===== config.mk =====
export PLATFORM = sky130hd
export DESIGN_NAME = sprite_line_scheduler
export DESIGN_NICKNAME = d
export VERILOG_FILES = /design/src/rtl/sprite_line_scheduler.sv
export SDC_FILE = /design/constraint.sdc
export NUM_CORES = 1
export LEC_CHECK = 0
export ABC_AREA = 1
export BUFFER_PORTS_ARGS = -buffer_cell sky130_fd_sc_hd__buf_2
export CORE_ASPECT_RATIO = 1.5
export CORE_MARGIN = 5
export CORE_UTILIZATION = 55
export CTS_CLUSTER_SIZE = 28
export DETAILED_ROUTE_END_ITERATION = 8
export GPL_ROUTABILITY_DRIVEN = 0
export PLACE_DENSITY = 0.81
export SYNTH_ARGS = -nofsm -noshare
export SYNTH_HDL_FRONTEND = slang
export SYNTH_SLANG_ARGS = --single-unit

===== constraint.sdc =====
create_clock -name clk -period 13.8 [get_ports clk]
set_input_delay 0 -clock clk [delete_from_list [all_inputs] [get_ports clk]]
set_output_delay 0 -clock clk [all_outputs]
set_load 0.03 [all_outputs]

===== src/rtl/sprite_line_scheduler.sv =====
// rtl/sprite_line_scheduler.sv - per-scanline sprite selection and renderer dispatch
module sprite_line_scheduler #(
    parameter int NUM_SPRITES  = 8,
    parameter int DIMENSION    = 8,
    parameter int MAX_PER_LINE = 4,
    parameter int COORD_W      = 10
) (
    input  logic                           clk,
    input  logic                           reset,
    input  logic                           attr_we,
    input  logic [$clog2(NUM_SPRITES)-1:0] attr_addr,
    input  logic                           attr_en,
    input  logic [COORD_W-1:0]             attr_x,
    input  logic [COORD_W-1:0]             attr_y,
    input  logic                           hblank_start,
    input  logic [COORD_W-1:0]             next_line,
    output logic                           draw_start,
    output logic [$clog2(NUM_SPRITES)-1:0] draw_id,
    output logic [COORD_W-1:0]             draw_x,
    output logic [$clog2(DIMENSION)-1:0]   draw_row,
    input  logic                           draw_done,
    output logic                           line_done,
    output logic                           busy,
    output logic                           overflow,
    output logic                           late
);

    localparam int ID_W   = $clog2(NUM_SPRITES);
    localparam int ROW_W  = $clog2(DIMENSION);
    localparam int CNT_W  = $clog2(MAX_PER_LINE + 1);
    localparam int SLOT_N = 1 << CNT_W;
    localparam int SLOT_W = ID_W + COORD_W + ROW_W;

    localparam logic [COORD_W:0]   DIM_EXT  = (COORD_W + 1)'(DIMENSION);
    localparam logic [ID_W-1:0]    LAST_IDX = ID_W'(NUM_SPRITES - 1);
    localparam logic [CNT_W-1:0]   MAX_CNT  = CNT_W'(MAX_PER_LINE);

    typedef enum logic [2:0] {
        IDLE,
        SCAN,
        ISSUE,
        AWAIT_DONE,
        DONE
    } state_t;

    state_t state;
    state_t next_state;

    // Attribute table
    logic               en_tab [NUM_SPRITES];
    logic [COORD_W-1:0] x_tab  [NUM_SPRITES];
    logic [COORD_W-1:0] y_tab  [NUM_SPRITES];

    // Per-line working state
    logic [COORD_W-1:0] line_q;
    logic [ID_W-1:0]    scan_idx;
    logic [CNT_W-1:0]   count;
    logic [CNT_W-1:0]   issue_idx;
    logic [SLOT_W-1:0]  slot [SLOT_N];

    // Entry currently under evaluation
    logic               cur_en;
    logic [COORD_W-1:0] cur_x;
    logic [COORD_W-1:0] cur_y;
    logic [COORD_W:0]   y_end;
    logic [ROW_W-1:0]   cur_row;
    logic [SLOT_W-1:0]  cur_slot;
    logic               hit;
    logic               room;
    logic               take;
    logic               scan_last;
    logic [CNT_W-1:0]   issue_next;

    // Table reads use the registered value, so a same-cycle write is seen only by later scans.
    always_comb begin
        cur_en    = en_tab[scan_idx];
        cur_x     = x_tab[scan_idx];
        cur_y     = y_tab[scan_idx];
        // One extra bit keeps y + DIMENSION from wrapping near the bottom of the coordinate space.
        y_end     = {1'b0, cur_y} + DIM_EXT;
        hit       = cur_en && (line_q >= cur_y) && ({1'b0, line_q} < y_end);
        // Only the low bits of the difference are needed; they depend only on the low operand bits.
        cur_row   = line_q[ROW_W-1:0] - cur_y[ROW_W-1:0];
        cur_slot  = {scan_idx, cur_x, cur_row};
        room      = count < MAX_CNT;
        take      = (state == SCAN) && hit && room;
        scan_last = scan_idx == LAST_IDX;
        issue_next = issue_idx + 1'b1;
    end

    // Host writes to the attribute table, accepted in every state.
    always_ff @(posedge clk or posedge reset) begin
        if (reset) begin
            for (int i = 0; i < NUM_SPRITES; i++) begin
                en_tab[i] <= 1'b0;
                x_tab[i]  <= '0;
                y_tab[i]  <= '0;
            end
        end else if (attr_we) begin
            en_tab[attr_addr] <= attr_en;
            x_tab[attr_addr]  <= attr_x;
            y_tab[attr_addr]  <= attr_y;
        end
    end

    // State register.
    always_ff @(posedge clk or posedge reset) begin
        if (reset) begin
            state <= IDLE;
        end else begin
            state <= next_state;
        end
    end

    // Next-state logic.
    always_comb begin
        next_state = state;
        case (state)
            IDLE: begin
                if (hblank_start) begin
                    next_state = SCAN;
                end
            end
            SCAN: begin
                if (scan_last) begin
                    next_state = ((count != '0) || take) ? ISSUE : DONE;
                end
            end
            ISSUE: begin
                next_state = AWAIT_DONE;
            end
            AWAIT_DONE: begin
                if (draw_done) begin
                    next_state = (issue_next == count) ? DONE : ISSUE;
                end
            end
            DONE: begin
                next_state = IDLE;
            end
            default: begin
                next_state = IDLE;
            end
        endcase
    end

    // Status outputs decode straight from the state so reset clears them without waiting for a clock.
    always_comb begin
        draw_start = (state == ISSUE);
        line_done  = (state == DONE);
        busy       = (state != IDLE);
    end

    // Scan bookkeeping, slot list and the held draw descriptor.
    always_ff @(posedge clk or posedge reset) begin
        if (reset) begin
            line_q    <= '0;
            scan_idx  <= '0;
            count     <= '0;
            issue_idx <= '0;
            overflow  <= 1'b0;
            late      <= 1'b0;
            draw_id   <= '0;
            draw_x    <= '0;
            draw_row  <= '0;
            for (int i = 0; i < SLOT_N; i++) begin
                slot[i] <= '0;
            end
        end else begin
            if (hblank_start && (state != IDLE)) begin
                late <= 1'b1;
            end
            case (state)
                IDLE: begin
                    if (hblank_start) begin
                        line_q    <= next_line;
                        scan_idx  <= '0;
                        count     <= '0;
                        issue_idx <= '0;
                        overflow  <= 1'b0;
                    end
                end
                SCAN: begin
                    scan_idx <= scan_idx + 1'b1;
                    if (hit) begin
                        if (room) begin
                            slot[count] <= cur_slot;
                            count       <= count + 1'b1;
                        end else begin
                            overflow <= 1'b1;
                        end
                    end
                    // The first descriptor may be the hit being stored this very cycle.
                    if (scan_last && (next_state == ISSUE)) begin
                        if (take && (count == '0)) begin
                            {draw_id, draw_x, draw_row} <= cur_slot;
                        end else begin
                            {draw_id, draw_x, draw_row} <= slot[0];
                        end
                    end
                end
                AWAIT_DONE: begin
                    if (draw_done) begin
                        issue_idx <= issue_next;
                        if (issue_next != count) begin
                            {draw_id, draw_x, draw_row} <= slot[issue_next];
                        end
                    end
                end
                default: begin
                end
            endcase
        end
    end

endmodule


==> results of run 1 <==
-- worst max-delay path, cell delays in order, from the launching register on --
cell	delay, ns
sky130_fd_sc_hd__dfrtp_1	0.36
sky130_fd_sc_hd__buf_4	0.30
sky130_fd_sc_hd__inv_2	0.68
sky130_fd_sc_hd__o21ai_1	0.15
sky130_fd_sc_hd__o22ai_1	0.15
sky130_fd_sc_hd__nand2_1	0.08
sky130_fd_sc_hd__o21ai_2	0.14
sky130_fd_sc_hd__ha_1	0.24
sky130_fd_sc_hd__nand3_1	0.13
sky130_fd_sc_hd__nor3_1	0.29
sky130_fd_sc_hd__xor2_1	0.19
sky130_fd_sc_hd__ha_1	0.24
sky130_fd_sc_hd__nand2_1	0.07
sky130_fd_sc_hd__nand2_1	0.08
sky130_fd_sc_hd__nand2_2	0.11
sky130_fd_sc_hd__nand3_2	0.09
sky130_fd_sc_hd__inv_2	0.13
sky130_fd_sc_hd__nand4_2	0.59
sky130_fd_sc_hd__nand2_1	0.24
sky130_fd_sc_hd__o21ai_1	0.10
-- flip-flops by register name, indices dropped and copies added (netlist names) --
signal / flops
x_tab: 80
draw_id: 3
state: 3
y_tab: 80
overflow: 1
slot: 128
en_tab: 8
draw_x: 10
line_q: 10
issue_idx: 3
draw_row: 3
late: 1
scan_idx: 3
count: 3
-- path summary, 6_finish.rpt --
kind | startpoint | endpoint | cells past startpoint
max in group asynchronous | reset | scan_idx[0] | 5
hold reg to reg | slot[13] | slot[13] | 0
min in group clk | attr_addr[2] | y_tab[18] | 5
setup / recovery | scan_idx[1] | slot[85] | 19
hold / removal | reset | state[2] | 3
setup reg to reg | scan_idx[1] | slot[85] | 19
-- metrics by stage --
| step | hold slack, ns | power [W] |
|---|---|---|
| 2_1_floorplan | 0.1166 | 0.002465 |
| 3_3_place_gp | 0.2053 | 0.002785 |
| 3_5_place_dp | 0.2045 | 0.002848 |
| 4_1_cts | 0.09345 | 0.003779 |
| 5_1_grt | 0.1575 | 0.004049 |
| 6_report | 0.1073 | 0.003775 |
-- cell type report --
| class | instances | area [sq um] |
|---|---|---|
| Clock buffer | 42 | 847.1 |
| Multi-Input combinational cell | 1208 | 5802 |
| Clock inverter | 14 | 230.2 |
| Fill cell | 2344 | 10760 |
| Tap cell | 346 | 432.9 |
| Sequential cell | 336 | 8411 |
| Timing Repair Buffer | 115 | 800.8 |
| Inverter | 129 | 495.5 |
-- cell usage in the layout (no fill, tap or decap), types with 4 or more instances in the layout --
master	Yosys	layout
sky130_fd_sc_hd__nand2_1	436	436
sky130_fd_sc_hd__dfrtp_1	336	334
sky130_fd_sc_hd__o21ai_0	302	302
sky130_fd_sc_hd__nor2_1	171	171
sky130_fd_sc_hd__inv_1	123	122
sky130_fd_sc_hd__o21ai_1	71	71
sky130_fd_sc_hd__buf_2	18	59
sky130_fd_sc_hd__nand3_1	43	43
sky130_fd_sc_hd__a21oi_1	43	43
sky130_fd_sc_hd__dlygate4sd3_1	0	34
sky130_fd_sc_hd__clkbuf_16	0	31
sky130_fd_sc_hd__ha_1	23	23
sky130_fd_sc_hd__buf_4	4	22
sky130_fd_sc_hd__nand4_1	19	19
sky130_fd_sc_hd__o32ai_1	17	17
sky130_fd_sc_hd__o22ai_1	16	16
sky130_fd_sc_hd__a22o_1	16	16
sky130_fd_sc_hd__o221ai_1	11	11
sky130_fd_sc_hd__clkbuf_1	142	8
sky130_fd_sc_hd__nand2_2	7	7
sky130_fd_sc_hd__clkinv_2	1	6
sky130_fd_sc_hd__bufinv_16	0	6
sky130_fd_sc_hd__xor2_1	5	5
sky130_fd_sc_hd__inv_2	4	4
sky130_fd_sc_hd__xnor2_1	4	4
-- power breakdown --
part	leakage, nW	switching (W)	total (W)	internal [W]
Sequential	4.36	0.000126	0.00133	0.00120
Clock	0.526	0.000367	0.000908	0.000541
Combinational	3.48	0.00106	0.00154	0.000485
-- per-layer routing --
layer	track usage (%)	vias to the layer above	wire, um
met2	40.68	381	18220
met1	30.01	5963	15140
met4	9.542	0	1291
met5	0	-	0
met3	2.402	91	1723
li1	-	5952	-
-- cells by family (layout without fill, tap and decap cells) --
kind of cell | Yosys count | after routing | share of synthesized area [%]
flip-flops | 336 | 336 | 54.56
buffers and inverters | 302 | 300 | 7.819
AO/OA/AOI/OAI | 487 | 487 | 17.21
XOR/XNOR | 9 | 9 | 0.5115
AND/OR/NAND/NOR | 688 | 688 | 17.90
adder cells (fa/ha/maj) | 24 | 24 | 1.997
==> metrics, run 1 <==
status=completed; number of sinks handled by clock tree synthesis=roughly 340; post-synthesis sequential element count=336; pin count of the biggest net entering global routing=approximately 120; fraction of synthesized cell area taken by the top area cell type=54.56%; final count of negative-setup-slack endpoints=0; Top FF cell, synth=sky130_fd_sc_hd__dfrtp_1; count of unresolved DRC violations after routing=0; utilization after layout=between 60 and 70%; Yosys cell types=between 40 and 50; clock tree from TritonCTS=done; cell with the most instances after synthesis=sky130_fd_sc_hd__nand2_1; number of detailed-routing iterations run before antenna repair=6; FFs w/ async S/R, synth=100.0%; finished layout cell area=roughly 0.017 sq mm; total grt overflow=0; initial antenna violation count=0; Detail Route Antenna Nets=0; Hold Violations, Final=0; worst-margin pin slew=1.201 ns; clock period minus worst slack=about 4.5 ns; final wirelength=approximately 36 mm; post-route non-filler standard cell count=~2,200; arrival time at the worst endpoint=a little under 5 ns; WS Path Type=reg2reg; chip height=approximately 220 um; die boundary width=146.7 um; Power per Cell Area=221.8 mW/mm^2; number of top-level pins=60; Floorplan Core Area=between 0.02 and 0.03 sq mm; Clock Tree Root=sky130_fd_sc_hd__clkbuf_16; Resized Gates After CTS=0; register-to-register setup slack=around 9 ns; Max clock buf depth=3; setup repair after global routing missed its margin=no; DR vias/cell=5.656; crit path launch type=flop; area of placed instances=around 0.016 sq mm; count of hold buffers inserted by post-cts repair=34; die area=0.03153 sq mm; critical path required time=roughly 14 ns; number of enable-type register cells in the synthesized netlist=0; layout overhead on the synthesized area=10.44%; std cell rows=75; sequential-to-total area share from yosys stat=between 50% and 60%; register clock-pin slew on the reported worst setup and hold paths=about 0.07 ns; gate count after technology mapping=1,846; Post-CTS Setup Inserts=0; Worst Hold Class=in2async; most common library cells after synthesis=sky130_fd_sc_hd__nand2_1, sky130_fd_sc_hd__dfrtp_1, sky130_fd_sc_hd__o21ai_0; via total after detailed routing=approximately 12,000; final period utilization=between 30% and 40%; total negative setup slack=0 ns; routed length per instance=~17 um; largest vdd supply drop=around 0.00012 V; initial core utilization=55.48%; tightest slew margin relative to the limit=19.65%; clock latency on the worst-skew pair=~0.57 ns; number of buffers inserted during clock tree synthesis=31; HPWL reported at the end of detailed placement=about 22 mm; top achievable clock speed=around 0.22 GHz; element type at the critical path end=flop; global-route wire length before repair=about 62 mm; Slew Viols, Final=0; Synth area leader=sky130_fd_sc_hd__dfrtp_1; htree depth=1; worst slack at placement=around 9.3 ns; number of nets at the end of the flow=1,884; netlist area before placement=roughly 0.015 sq mm; share of cells above drive strength 1=under 10%; number of global-route vias before repair=12,650; Max Clock Skew=between 0.01 and 0.015 ns; Inserted Diodes=0; total number of yosys warnings=0; First DRT Iteration DRCs=around 1,000; Net Count, Synth=about 1,900; total global routing track utilization=between 20% and 30%; port bufs=59; final worst-path setup slack=slightly above 9 ns; leakage power=8.364 nW; ranking of synthesized cells by area=sky130_fd_sc_hd__dfrtp_1, sky130_fd_sc_hd__nand2_1, sky130_fd_sc_hd__o21ai_0; number of instances in the placed design=2,100; Avg Cell Area, Syn=approximately 8.3 sq um; max-capacitance violation count=0; critical-path maximum fanout=48
No activity file was read; power rests on OpenSTA's default activity.
==> inputs of run 2 (changes only) <==
--- a/config.mk
+++ b/config.mk
@@ -13,7 +13,7 @@
 export CTS_CLUSTER_SIZE = 28
 export DETAILED_ROUTE_END_ITERATION = 8
 export GPL_ROUTABILITY_DRIVEN = 0
-export PLACE_DENSITY = 0.81
+export PLACE_DENSITY = 0.84
 export SYNTH_ARGS = -nofsm -noshare
 export SYNTH_HDL_FRONTEND = slang
 export SYNTH_SLANG_ARGS = --single-unit
==> constraint.sdc (replaced) <==
create_clock -name clk -period 3.9 [get_ports clk]
set_input_delay 0 -clock clk [delete_from_list [all_inputs] [get_ports clk]]
set_output_delay 0 -clock clk [all_outputs]
set_load 0.03 [all_outputs]
==> metrics, run 2 (synthesized netlist as in run 1, its figures left out) <==
utilization after layout=62.66%; top achievable clock speed=approximately 0.27 GHz; register clock-pin slew on the reported worst setup and hold paths=0.06 ns; initial core utilization=55.48%; biggest regs=slot (128), x_tab (80), y_tab (80); initial antenna violation count=1; number of sinks handled by clock tree synthesis=336; total grt overflow=0; count of unresolved DRC violations after routing=0; number of nets at the end of the flow=about 1,900; commonest cells after routing, fill and taps aside=sky130_fd_sc_hd__nand2_1, sky130_fd_sc_hd__dfrtp_1, sky130_fd_sc_hd__o21ai_0; highest routing layer actually used=met4; Clock Tree Root=sky130_fd_sc_hd__clkbuf_16; critical-path maximum fanout=between 60 and 70; htree depth=1; clock tree from TritonCTS=done; arrival time at the worst endpoint=roughly 4.2 ns; DR vias/cell=around 5.7; status=completed; std cell rows=75; Max clock buf depth=3; number of instances in the placed design=about 2,100; via total after detailed routing=approximately 13,000; chip height=~220 um; First DRT Iteration DRCs=1,461; number of buffers inserted during clock tree synthesis=31; crit path launch type=flop; max-capacitance violation count=0; HPWL reported at the end of detailed placement=23.33 mm; hold path startpoint=attr_addr[2]; met2 routed WL=roughly 18 mm; register-to-register setup slack=approximately 0.25 ns; final period utilization=between 90% and 100%; Power per Cell Area=about 800 mW/mm^2; clock period minus worst slack=about 3.7 ns; pin count of the biggest net entering global routing=143; total routed wire length on the met1 layer=between 15 and 20 mm; layout overhead on the synthesized area=12.95%; die boundary width=between 100 and 150 um; Detail Route Antenna Nets=0; element type at the critical path end=flop; number of detailed-routing iterations run before antenna repair=6; WS Path Type=reg2reg; routed length per instance=roughly 17 um; Hold Violations, Final=0; critical path launch point=scan_idx[0]; max reg flops=128; post-route non-filler standard cell count=roughly 2,200; critical path required time=around 4.4 ns; port bufs=between 50 and 60; Floorplan Core Area=0.02778 sq mm; final wirelength=between 30 and 40 mm; commonest non-fill, non-tap cell in the layout=sky130_fd_sc_hd__nand2_1; worst-margin pin slew=about 1.1 ns; final count of negative-setup-slack endpoints=0; leakage power=8.510 nW; share of cells above drive strength 1=under 10%; number of global-route vias before repair=12,940; Slew Viols, Final=0; tightest slew margin relative to the limit=between 20 and 25%; Most flops, register=slot; launch point of the worst reg-to-reg path=scan_idx[0]; clock latency on the worst-skew pair=0.58 ns; number of top-level pins=60; Max Clock Skew=between 0.01 and 0.015 ns; die area=0.03153 sq mm; total length of routed met3 wires=around 2.1 mm; Worst Hold Class=in2reg; total global routing track utilization=a little under a quarter; largest vdd supply drop=0.0004994 V; global-route wire length before repair=around 63 mm
-- run 2: cell type report --
class                           count  area (sq um)
Multi-Input combinational cell   1208          5827
Fill cell                        2224         10370
Antenna cell                        1         2.502
Inverter                          129         493.0
Sequential cell                   336          8411
Clock buffer                       42         867.1
Clock inverter                     16         215.2
Timing Repair Buffer              148          1157
Tap cell                          346         432.9
-- run 2: critical path, stage by stage (launching register included) --
cell,delay [ns]
sky130_fd_sc_hd__dfrtp_2,0.49
sky130_fd_sc_hd__inv_4,0.20
sky130_fd_sc_hd__buf_12,0.28
sky130_fd_sc_hd__nand2_1,0.12
sky130_fd_sc_hd__nand3_1,0.10
sky130_fd_sc_hd__nand2_1,0.06
sky130_fd_sc_hd__nand2_1,0.05
sky130_fd_sc_hd__nand2_1,0.16
sky130_fd_sc_hd__nand2_2,0.15
sky130_fd_sc_hd__nor2_4,0.04
sky130_fd_sc_hd__nand2_1,0.06
sky130_fd_sc_hd__xnor2_1,0.13
sky130_fd_sc_hd__ha_1,0.27
sky130_fd_sc_hd__a21oi_1,0.17
sky130_fd_sc_hd__nand2_1,0.08
sky130_fd_sc_hd__nand2_1,0.06
sky130_fd_sc_hd__nand2_1,0.08
sky130_fd_sc_hd__nand2_2,0.12
sky130_fd_sc_hd__nand3_2,0.10
sky130_fd_sc_hd__nand2_2,0.10
sky130_fd_sc_hd__nand2_1,0.06
sky130_fd_sc_hd__nand2_2,0.12
sky130_fd_sc_hd__nand2_8,0.12
sky130_fd_sc_hd__inv_4,0.22
sky130_fd_sc_hd__nand2_1,0.11
sky130_fd_sc_hd__nand2_1,0.07
-- run 2: path summary, 6_finish.rpt --
path	to	cells past startpoint
worst max register to register	draw_x[0]	25
worst min register to register	slot[6]	0
worst min-delay path	y_tab[3]	5
max in group asynchronous	slot[70]	5
worst max-delay path	draw_x[0]	25
min in group asynchronous	issue_idx[1]	4
-- run 2: where the power goes --
part           switching, W  internal (W)  total, W
sequential         0.000496       0.00424   0.00474
clock               0.00130       0.00189   0.00319
combinational       0.00379       0.00186   0.00565
-- run 2: layer usage --
layer  track usage [%]  vias up
li1                  -     6029
met1             30.94     6133
met2             40.07      489
met3             2.887      110
met4             10.67        0
met5                 0        -
-- run 2: stage by stage --
stage	TNS [ns]	hold slack (ns)	area (sq um)	worst slack, ns	total power [W]
floorplan	-198.44	0.1166	15410	-0.5906	0.008723
global route	-0.007433	0.04342	17410	-0.007433	0.01452
finish	0	0.01097	17410	0.2481	0.01358
CTS	0	0.0007379	17370	0.1192	0.01346
global placement	0	0.006316	15750	0.4009	0.009948
detailed placement	0	0.004797	15750	0.1875	0.01018
-- run 2: repair_timing --
action / CTS / global route
resized for setup: 0 / 7
endpoints found under the hold margin: 525 / 0
setup endpoints to repair: 0 / 16
hold buffers: 53 / 0
buffers inserted: 0 / 0
